$ cat src/rtl/fpm_seq_ctrl.sv
`default_nettype none
// ============================================================================
// Module      : fpm_seq_ctrl
// Description : Sequencing controller for a multi-cycle IEEE-754 single
//               precision multiplier (shift-add mantissa, truncating round).
// Revision    : 1.0 - initial release
// ============================================================================
module fpm_seq_ctrl #(
  parameter int EXP_W  = 8,
  parameter int FRAC_W = 23,
  parameter int BIAS   = 127
) (
  input  logic                      clk,
  input  logic                      rst,
  input  logic                      in_valid,
  output logic                      in_ready,
  input  logic [EXP_W+FRAC_W:0]     a,
  input  logic [EXP_W+FRAC_W:0]     b,
  output logic                      out_valid,
  input  logic                      out_ready,
  output logic [EXP_W+FRAC_W:0]     result,
  output logic                      busy
);

  localparam int M      = FRAC_W + 1;
  localparam int W      = 1 + EXP_W + FRAC_W;
  localparam int ESUM_W = EXP_W + 2;
  localparam int CNT_W  = $clog2(M);

  localparam logic [CNT_W-1:0]         c_CNT_LAST = CNT_W'(M - 1);
  localparam logic signed [ESUM_W-1:0] c_EXP_MAX  = ESUM_W'((1 << EXP_W) - 1);
  localparam logic [W-1:0]             c_QNAN     = {1'b0, {EXP_W{1'b1}}, 1'b1, (FRAC_W-1)'(0)};

  typedef enum logic [2:0] {
    S_IDLE   = 3'd0,
    S_UNPACK = 3'd1,
    S_MULT   = 3'd2,
    S_NORM   = 3'd3,
    S_PACK   = 3'd4,
    S_DONE   = 3'd5
  } state_t;

  state_t                     r_state;
  state_t                     w_state_nxt;
  logic [W-1:0]               r_a;
  logic [W-1:0]               r_b;
  logic [2*M-1:0]             r_mcand;
  logic [M-1:0]               r_mplier;
  logic [2*M-1:0]             r_acc;
  logic [CNT_W-1:0]           r_cnt;
  logic signed [ESUM_W-1:0]   r_esum;
  logic [FRAC_W-1:0]          r_man;
  logic                       r_sign;
  logic                       r_zero;
  logic                       r_inf;
  logic [W-1:0]               r_result;
  logic                       w_esum_ovf;
  logic                       w_esum_unf;

  always_ff @(posedge clk or posedge rst) begin
    if (rst) r_state <= S_IDLE;
    else     r_state <= w_state_nxt;
  end

  always_comb begin
    w_state_nxt = r_state;
    case (r_state)
      S_IDLE:   if (in_valid) w_state_nxt = S_UNPACK;
      S_UNPACK: w_state_nxt = S_MULT;
      S_MULT:   if (r_cnt == c_CNT_LAST) w_state_nxt = S_NORM;
      S_NORM:   w_state_nxt = S_PACK;
      S_PACK:   w_state_nxt = S_DONE;
      S_DONE:   if (out_ready) w_state_nxt = S_IDLE;
      default:  w_state_nxt = S_IDLE;
    endcase
  end

  // Signed exponent range checks; the sign bit catches underflow below zero.
  assign w_esum_ovf = (r_esum >= c_EXP_MAX);
  assign w_esum_unf = r_esum[ESUM_W-1] || (r_esum == '0);

  always_ff @(posedge clk or posedge rst) begin
    if (rst) begin
      r_a      <= '0;
      r_b      <= '0;
      r_mcand  <= '0;
      r_mplier <= '0;
      r_acc    <= '0;
      r_cnt    <= '0;
      r_esum   <= '0;
      r_man    <= '0;
      r_sign   <= 1'b0;
      r_zero   <= 1'b0;
      r_inf    <= 1'b0;
      r_result <= '0;
    end else begin
      case (r_state)
        S_IDLE: begin
          if (in_valid) begin
            r_a <= a;
            r_b <= b;
          end
        end
        S_UNPACK: begin
          r_mcand  <= {M'(0), 1'b1, r_a[FRAC_W-1:0]};
          r_mplier <= {1'b1, r_b[FRAC_W-1:0]};
          r_acc    <= '0;
          r_cnt    <= '0;
          r_sign   <= r_a[W-1] ^ r_b[W-1];
          r_esum   <= ESUM_W'({2'b00, r_a[W-2 -: EXP_W]}) + ESUM_W'({2'b00, r_b[W-2 -: EXP_W]})
                      - ESUM_W'(BIAS);
          r_zero   <= (r_a[W-2 -: EXP_W] == '0) || (r_b[W-2 -: EXP_W] == '0);
          r_inf    <= (&r_a[W-2 -: EXP_W]) || (&r_b[W-2 -: EXP_W]);
        end
        S_MULT: begin
          if (r_mplier[0]) r_acc <= r_acc + r_mcand;
          r_mcand  <= r_mcand << 1;
          r_mplier <= r_mplier >> 1;
          r_cnt    <= r_cnt + CNT_W'(1);
        end
        S_NORM: begin
          if (r_acc[2*M-1]) begin
            r_man  <= r_acc[2*M-2 -: FRAC_W];
            r_esum <= r_esum + ESUM_W'(1);
          end else begin
            r_man  <= r_acc[2*M-3 -: FRAC_W];
          end
        end
        S_PACK: begin
          if (r_inf && r_zero)  r_result <= c_QNAN;
          else if (r_inf)       r_result <= {r_sign, {EXP_W{1'b1}}, FRAC_W'(0)};
          else if (r_zero)      r_result <= {r_sign, EXP_W'(0), FRAC_W'(0)};
          else if (w_esum_ovf)  r_result <= {r_sign, {EXP_W{1'b1}}, FRAC_W'(0)};
          else if (w_esum_unf)  r_result <= {r_sign, EXP_W'(0), FRAC_W'(0)};
          else                  r_result <= {r_sign, r_esum[EXP_W-1:0], r_man};
        end
        default: ;
      endcase
    end
  end

  assign in_ready  = (r_state == S_IDLE);
  assign out_valid = (r_state == S_DONE);
  assign busy      = (r_state != S_IDLE);
  assign result    = r_result;

endmodule
`default_nettype wire

$ cat config.mk
export PLATFORM = sky130hd
export DESIGN_NAME = fpm_seq_ctrl
export DESIGN_NICKNAME = d
export VERILOG_FILES = /design/src/rtl/fpm_seq_ctrl.sv
export SDC_FILE = /design/constraint.sdc
export NUM_CORES = 1
export LEC_CHECK = 0
export ABC_AREA = 0
export ABC_CLOCK_PERIOD_IN_PS = 23600
export CAP_MARGIN = 10
export CORE_ASPECT_RATIO = 0.7
export CORE_UTILIZATION = 34
export CTS_BUF_LIST = sky130_fd_sc_hd__clkbuf_2 sky130_fd_sc_hd__clkbuf_4 sky130_fd_sc_hd__clkbuf_8
export CTS_CLUSTER_DIAMETER = 50
export DETAILED_ROUTE_END_ITERATION = 10
export PLACE_DENSITY = 0.6
export SLEW_MARGIN = 15
export SYNTH_ARGS = -nofsm -noshare
export SYNTH_HDL_FRONTEND = slang
export SYNTH_SLANG_ARGS = --single-unit
$ cat constraint.sdc
create_clock -name clk -period 23.6 [get_ports clk]
set_input_delay 7.08 -clock clk [delete_from_list [all_inputs] [get_ports clk]]
set_output_delay 7.08 -clock clk [all_outputs]
set_load 0.03 [all_outputs]
==> results by group, run 1 <==
Synthesis
  • Post-synth top area cell: dfrtp_1
  • Post-synthesis mux area share: 0.06709
  • Net count after synthesis: 1488
  • Synthesized area: 0.01350 mm²
  • Mean area per synthesized cell: 9.979 µm²
  • Yosys Warn Count: 0
  • Async S/R FF share, synth: 1.000
  • Synthesized-area fraction occupied by xor and xnor cells: 0.02465
  • Largest family of logic cells by synthesized area: compound AO/OA/AOI/OAI gates
  • Top cells by count, synth: dfrtp_1, nand2_1, o21ai_0
  • Post-synthesis compound-gate area fraction: 0.1883
  • Sequential-to-total area share from yosys stat: 0.4819
  • Top cell type's share of synthesized area: 0.4819
  • Cell count after synthesis: 1353
  • Predominant post-synthesis flop cell: dfrtp_1
  • Simple-gate portion of the synthesized area: 0.1426
  • Post-synth EDFFs: 0
  • Most common cell in the synthesized netlist: dfrtp_1
  • Adder-Cell Fraction of Synth Area: 0.06320
  • Synth unique cells: 79
  • Area contributors post-synth: dfrtp_1, ha_1, nand2_1
  • Flop and latch count out of synthesis: 260

Timing
  • Worst clock skew: 32.90 ps
  • Worst-Margin Slew: 1024 ps
  • Final min period: 9394 ps
  • Final period utilization: 0.3981
  • Rel. slew slack: 0.3171
  • Setup TNS: 0 ps
  • Final hold vios: 0
  • Fin. max-slew vios: 0
  • Max Clk Rate: 106.5 MHz
  • RSZ-0062 raised after global routing: false
  • Final setup vio count: 0

Floorplan
  • I/O pins: 103
  • Die Y: 168.7 µm
  • Core Area: 0.03874 mm²
  • Std cell rows: 60
  • Initial Util: 0.3485
  • Die width: 240.2 µm
  • Die area: 0.04052 mm²

Clock network
  • PostCTS Resize Cnt: 0
  • Cts hold-fix bufs: 0
  • Reg clk slew, reported paths: 60 ps
  • Clock Latency Late Sink: 570 ps
  • H-tree depth: 2
  • Inserted Clock Buffers: 44
  • Clk Tree Root Cell: clkbuf_8
  • Post-CTS setup buffers: 0
  • Bufs on Longest Clock Path: 3
  • CTS tree: yes
  • TritonCTS Sinks: 260

Detailed routing
  • Final WL: 33120 µm
  • WL/cell: 16.66 µm
  • Vias: 10580
  • Initial drt markers: 793
  • Final ANT Viol Nets: 0
  • # DRC: 0
  • DRT Pass-1 Iters: 5
  • Post-DR vias/cell: 5.320

Run status
  • Status: finished, final reports clean

Run
  • Max_cap viols: 0

Min path
  • WHS Endpoint: result[31]$_DFFE_PP0P_
  • Hold Path Class: flip-flop to flip-flop
  • Min-Delay Startpoint: result[31]$_DFFE_PP0P_
  • Worst Hold Depth: 2

Pwr
  • Clock Power Share: 0.222
  • PwrDens: 122.5 mW/mm²
  • Leakage: 7.127 nW
  • Comb power frac: 0.411
  • Pwr Total: 1.951 mW
  • Sw Share: 0.3997
  • Peak supply drop: 0.06178 mV
  • Reg power frac: 0.368
  • Internal: 1.171 mW
  • Sw Pwr: 0.7797 mW

Placed design
  • Placer Congestion: 0.8684
  • Final HPWL DP: 22190 µm
  • Inst Count DP: 1912
  • Port bufs: 102

GRT
  • First-pass GRT wire length: 55760 µm
  • Overflow after GRT: 0
  • Vias in the first global route: 10540
  • GRT Overall Usage: 0.1698
  • Largest net degree at the start of global routing: 107
  • Initial antenna violation count: 0

Cells and area
  • Post-layout nets: 1566
  • Final Util: 0.4110
  • Diodes inserted: 0
  • Share of cells above drive strength 1: 0.1205
  • # fillers: 3723
  • Fin cells: 1988
  • Area Overhead vs Synth: 17.90%

Setup path
  • Setup crit end kind: output port
  • CP Data Arrival Time: 2310 ps
  • Crit Path Max Fanout: 13
  • CP Class: flip-flop to output port
  • CP Data Required Time: 16520 ps
  • CP startpoint kind: flip-flop
  • RR Startpoint: r_mcand[0]$_DFFE_PP0P_
  • Worst reg2reg path depth: 10
  • R2R Setup Slk: 20310 ps
  • Reg2reg end: r_acc[32]$_DFFE_PP0P_
## critical path, cell delays in order (launching register included)
cell	delay, ps
dfrtp_1	490
or3_1	480
inv_1	100
clkdlybuf4s50_1	680
## layer usage
layer | routed length, µm | part of all wire | GRT usage
met1 | 16800 | 0.51 | 0.2560
met2 | 13910 | 0.42 | 0.2491
met3 | 1745 | 0.053 | 0.03001
met4 | 664 | 0.020 | 0.04320
met5 | 0 | 0 | 0
## stage by stage
step	area (µm²)	worst slack [ps]	hold WS [ps]
2_1_floorplan	13500	9365	446.8
3_3_place_gp	14980	14350	459.2
5_1_grt	15920	14080	501.9
3_5_place_dp	14980	14340	460.1
4_1_cts	15920	14160	478.5
6_report	15920	14210	472.5
## power groups by stage
stage / clock (mW) / sequential [mW] / combinational [mW]
finish: 0.432 / 0.717 / 0.801
global route: 0.469 / 0.736 / 0.905
CTS: 0.447 / 0.715 / 0.806
detailed placement: 0 / 0.721 / 0.801
global placement: 0 / 0.718 / 0.782
floorplan: 0 / 0.697 / 0.604
## placed cells by master, fill, tap and decap left out, types with 45 or more instances in the layout
| cell | count |
|---|---|
| clkbuf_8 | 55 |
| dfrtp_1 | 260 |
| nand3_1 | 74 |
| mux2_2 | 60 |
| ha_1 | 65 |
| clkdlybuf4s50_1 | 102 |
| a21oi_1 | 68 |
| nor2_1 | 59 |
| nand2_1 | 194 |
| a22o_1 | 49 |
| a22oi_1 | 45 |
| o21ai_0 | 98 |
## cells by family after synthesis
kind of cell | count (synthesis)
adders and majority gates | 67
and+or+nand+nor | 417
xor gates and xnor gates | 38
AOI/OAI and AO/OA | 374
muxes | 83
DFF | 260
buffers and inverters | 114
## flip-flops by register name, indices dropped and copies added, names as in the netlist
| name | count |
|---|---|
| r_man | 23 |
| r_mplier | 24 |
| r_b | 32 |
| r_acc | 48 |
| r_esum | 10 |
| r_sign | 1 |
| result | 32 |
| r_zero | 1 |
| r_a | 32 |
| r_cnt | 5 |
| r_mcand | 48 |
| r_state | 3 |
| r_inf | 1 |
## how the worst max path moves through the flow
| stage | slack [ps] | start | endpoint |
|---|---|---|---|
| detailed placement | 14340 | rst | result[7]$_DFFE_PP0P_ |
| global route | 14080 | r_state[1]$_DFFE_PP0P_ | in_ready |
| CTS | 14160 | r_state[1]$_DFFE_PP0P_ | in_ready |
| global placement | 14350 | rst | result[10]$_DFFE_PP0P_ |
| floorplan | 9360 | rst | r_a[0]$_DFFE_PP0P_ |
| finish | 14210 | r_state[1]$_DFFE_PP0P_ | in_ready |
## cell type report
class | count | area [µm²] | share of cell area
flip-flops and latches | 260 | 6506 | 0.4087
well taps | 527 | 659.4 | 0.04142
multi-input cells | 979 | 6578 | 0.4132
clock buffers | 64 | 824.5 | 0.05180
repair buffers | 113 | 1104 | 0.06932
clock inverters | 12 | 116.4 | 0.007310
inverters | 33 | 131.4 | 0.008253
Power figures use the tool's default switching activity.
==> inputs of run 2 (changes only) <==
--- a/config.mk
+++ b/config.mk
@@ -6,14 +6,14 @@
 export NUM_CORES = 1
 export LEC_CHECK = 0
 export ABC_AREA = 0
-export ABC_CLOCK_PERIOD_IN_PS = 23600
+export ABC_CLOCK_PERIOD_IN_PS = 7530
 export CAP_MARGIN = 10
 export CORE_ASPECT_RATIO = 0.7
 export CORE_UTILIZATION = 34
 export CTS_BUF_LIST = sky130_fd_sc_hd__clkbuf_2 sky130_fd_sc_hd__clkbuf_4 sky130_fd_sc_hd__clkbuf_8
 export CTS_CLUSTER_DIAMETER = 50
 export DETAILED_ROUTE_END_ITERATION = 10
-export PLACE_DENSITY = 0.6
+export PLACE_DENSITY = 0.62
 export SLEW_MARGIN = 15
 export SYNTH_ARGS = -nofsm -noshare
 export SYNTH_HDL_FRONTEND = slang
==> constraint.sdc (replaced) <==
create_clock -name clk -period 7.53 [get_ports clk]
set_input_delay 2.259 -clock clk [delete_from_list [all_inputs] [get_ports clk]]
set_output_delay 2.259 -clock clk [all_outputs]
set_load 0.03 [all_outputs]
==> results by group, run 2 (synthesis results as in run 1) <==
Pwr
  • Comb power frac: 0.401 (-0.010)
  • PwrDens: 388.7 mW/mm² (+220%)
  • Internal: 3.785 mW (+220%)
  • Leakage: 7.182 nW (+0.78%)
  • Sw Pwr: 2.451 mW (+210%)
  • Sw Share: 0.3930 (-0.006766)
  • Clock Power Share: 0.238 (+0.016)
  • Peak supply drop: 0.2627 mV (+330%)
  • Reg power frac: 0.361 (-0.007)

Timing
  • Rel. slew slack: 0.3598 (+0.04275)
  • Final min period: 4579 ps
  • Final period utilization: 0.6082
  • Worst clock skew: 27.38 ps (-5.523 ps)
  • Final setup vio count: 0 (unchanged)
  • Worst-Margin Slew: 958.0 ps (-66.40 ps)
  • Fin. max-slew vios: 0 (unchanged)
  • Max Clk Rate: 218.4 MHz
  • Setup TNS: 0 ps (unchanged)
  • Final hold vios: 0 (unchanged)
  • RSZ-0062 raised after global routing: false

Clock network
  • Cts hold-fix bufs: 0 (unchanged)
  • CTS tree: yes
  • Inserted Clock Buffers: 47 (+6.8%)
  • TritonCTS Sinks: 260 (unchanged)
  • Clock Latency Late Sink: 580 ps (about the same)
  • Post-CTS setup buffers: 0 (unchanged)
  • Reg clk slew, reported paths: 60 ps (about the same)
  • Clk Tree Root Cell: clkbuf_8
  • PostCTS Resize Cnt: 0 (unchanged)
  • Bufs on Longest Clock Path: 3 (unchanged)
  • H-tree depth: 2 (unchanged)

Placed design
  • Area after DPL: 0.01499 mm² (about the same)
  • Port bufs: 102 (unchanged)
  • Placer Congestion: 0.8931 (+2.8%)
  • Final HPWL DP: 21860 µm (-1.5%)

Setup path
  • RR Startpoint: r_mcand[0]$_DFFE_PP0P_
  • Worst reg2reg path depth: 10 (unchanged)
  • Slowest stage delay, CP: 670 ps (about the same)
  • Crit path cell chain: or3_1, inv_1, clkdlybuf4s50_1
  • Critical path's slowest cell: clkdlybuf4s50_1
  • R2R Setup Slk: 4290 ps (-16020 ps)
  • CP Data Required Time: 5270 ps (-11250 ps)
  • CP Class: flip-flop to output port
  • Setup crit end kind: output port
  • Crit Path Max Fanout: 13 (unchanged)
  • Buffers and inverters on the worst path: 2 (unchanged)
  • CP Data Arrival Time: 2320 ps (about the same)
  • Reg2reg end: r_acc[38]$_DFFE_PP0P_
  • CP startpoint kind: flip-flop
  • CP top delay family: buffers and inverters

Cells and area
  • Final Util: 0.4142 (+0.003262)
  • Top flop regs: r_acc: 48 flops, r_mcand: 48 flops
  • Commonest cells after routing, fill and taps aside: dfrtp_1, nand2_1, clkdlybuf4s50_1, o21ai_0, nand3_1
  • Area of the multi-input gates: 0.006578 mm² (unchanged)
  • Design Area, Final: 0.01605 mm² (+0.79%)
  • FF/Latch Area: 0.006506 mm² (unchanged)
  • Most common cell after layout, fill and taps aside: dfrtp_1
  • Area Overhead vs Synth: 18.84%
  • # fillers: 3781 (+1.6%)
  • Diodes inserted: 0 (unchanged)
  • Share of cells above drive strength 1: 0.1241 (+0.003597)
  • Post-layout nets: 1569 (+0.19%)

GRT
  • GRT Overall Usage: 0.1661 (-0.003728)
  • Largest net degree at the start of global routing: 167 (+56%)
  • First-pass GRT wire length: 54320 µm (-2.6%)
  • Overflow after GRT: 0 (unchanged)
  • Vias in the first global route: 10170 (-3.5%)
  • Initial antenna violation count: 0 (unchanged)

Detailed routing
  • Initial drt markers: 936 (+18%)
  • Vias: 10610 (+0.33%)
  • WL/cell: 16.47 µm (-1.1%)
  • DRT Pass-1 Iters: 5 (unchanged)
  • Final WL: 32850 µm (-0.82%)
  • # DRC: 0 (unchanged)
  • Post-DR vias/cell: 5.322 (about the same)
  • Final ANT Viol Nets: 0 (unchanged)

Floorplan
  • Initial Util: 0.3485 (unchanged)
  • Die Y: 168.7 µm (unchanged)
  • Std cell rows: 60 (unchanged)
  • Die width: 240.2 µm (unchanged)
  • I/O pins: 103 (unchanged)
  • Die area: 0.04052 mm² (unchanged)
  • Core Area: 0.03874 mm² (unchanged)

Min path
  • Hold Path Class: flip-flop to flip-flop
  • WHS Endpoint: r_mplier[9]$_DFFE_PP0P_
  • Worst Hold Depth: 2 (unchanged)
  • Min-Delay Startpoint: r_mplier[9]$_DFFE_PP0P_

Run status
  • Status: finished, final reports clean

Run
  • Max_cap viols: 0 (unchanged)
==> run 2: cell count changes in the layout (fill, tap and decap cells not counted) <==
cell and delta:
clkbuf_8 +6, clkinv_2 -4, clkbuf_4 +3, buf_12 +1, buf_4 -1, bufinv_16 +1, clkinvlp_4 +1, inv_6 -1
==> run 2: area by class of cell <==
type                    count  area share
inverters                  33    0.007954
clock inverters             9    0.008032
well taps                 527     0.04109
multi-input cells         979      0.4099
clock buffers              73     0.05794
repair buffers            113     0.06956
flip-flops and latches    260      0.4055
==> run 2: worst min-delay path: stages (launching register included) <==
cell and delay (ps):
dfrtp_1 340, nand2_1 50, nand2_1 60
==> run 2: worst max-delay path by stage <==
stage | endpoint | slack (ps) | from | depth (start not counted)
global placement | r_a[16]$_DFFE_PP0P_ | 3410 | in_valid | 4
detailed placement | r_b[20]$_DFFE_PP0P_ | 3380 | in_valid | 4
CTS | in_ready | 2900 | r_state[1]$_DFFE_PP0P_ | 3
finish | in_ready | 2950 | r_state[1]$_DFFE_PP0P_ | 3
floorplan | r_a[0]$_DFFE_PP0P_ | 1840 | rst | 1
global route | in_ready | 2840 | r_state[1]$_DFFE_PP0P_ | 3
==> run 2: metal layers <==
| layer | vias up | part of all wire | wire length, µm | GRT usage |
|---|---|---|---|---|
| li1 | 5118 | - | - | - |
| met1 | 5178 | 0.50 | 16290 | 0.2444 |
| met2 | 265 | 0.43 | 14070 | 0.2475 |
| met3 | 51 | 0.058 | 1890 | 0.03359 |
| met4 | 0 | 0.018 | 597 | 0.04237 |
| met5 | - | 0 | 0 | 0 |
==> run 2: power by group through the flow <==
stage	clock, mW	sequential, mW	combinational, mW
3_5_place_dp	0	2.26	2.51
2_1_floorplan	0	2.19	1.89
5_1_grt	1.59	2.31	2.82
6_report	1.49	2.25	2.50
3_3_place_gp	0	2.25	2.45
4_1_cts	1.53	2.25	2.53
==> run 2: per-stage QoR <==
step                      power, mW  setup WS (ps)  instances  hold slack [ps]
after floorplan               4.080           1843       1353            446.8
after global placement        4.704           3405       1912            459.5
after detailed placement      4.775           3384       1912            462.9
after CTS                     6.300           2903       1994            478.1
after global routing          6.721           2840       1994            494.8
final                         6.236           2951       1994            474.3
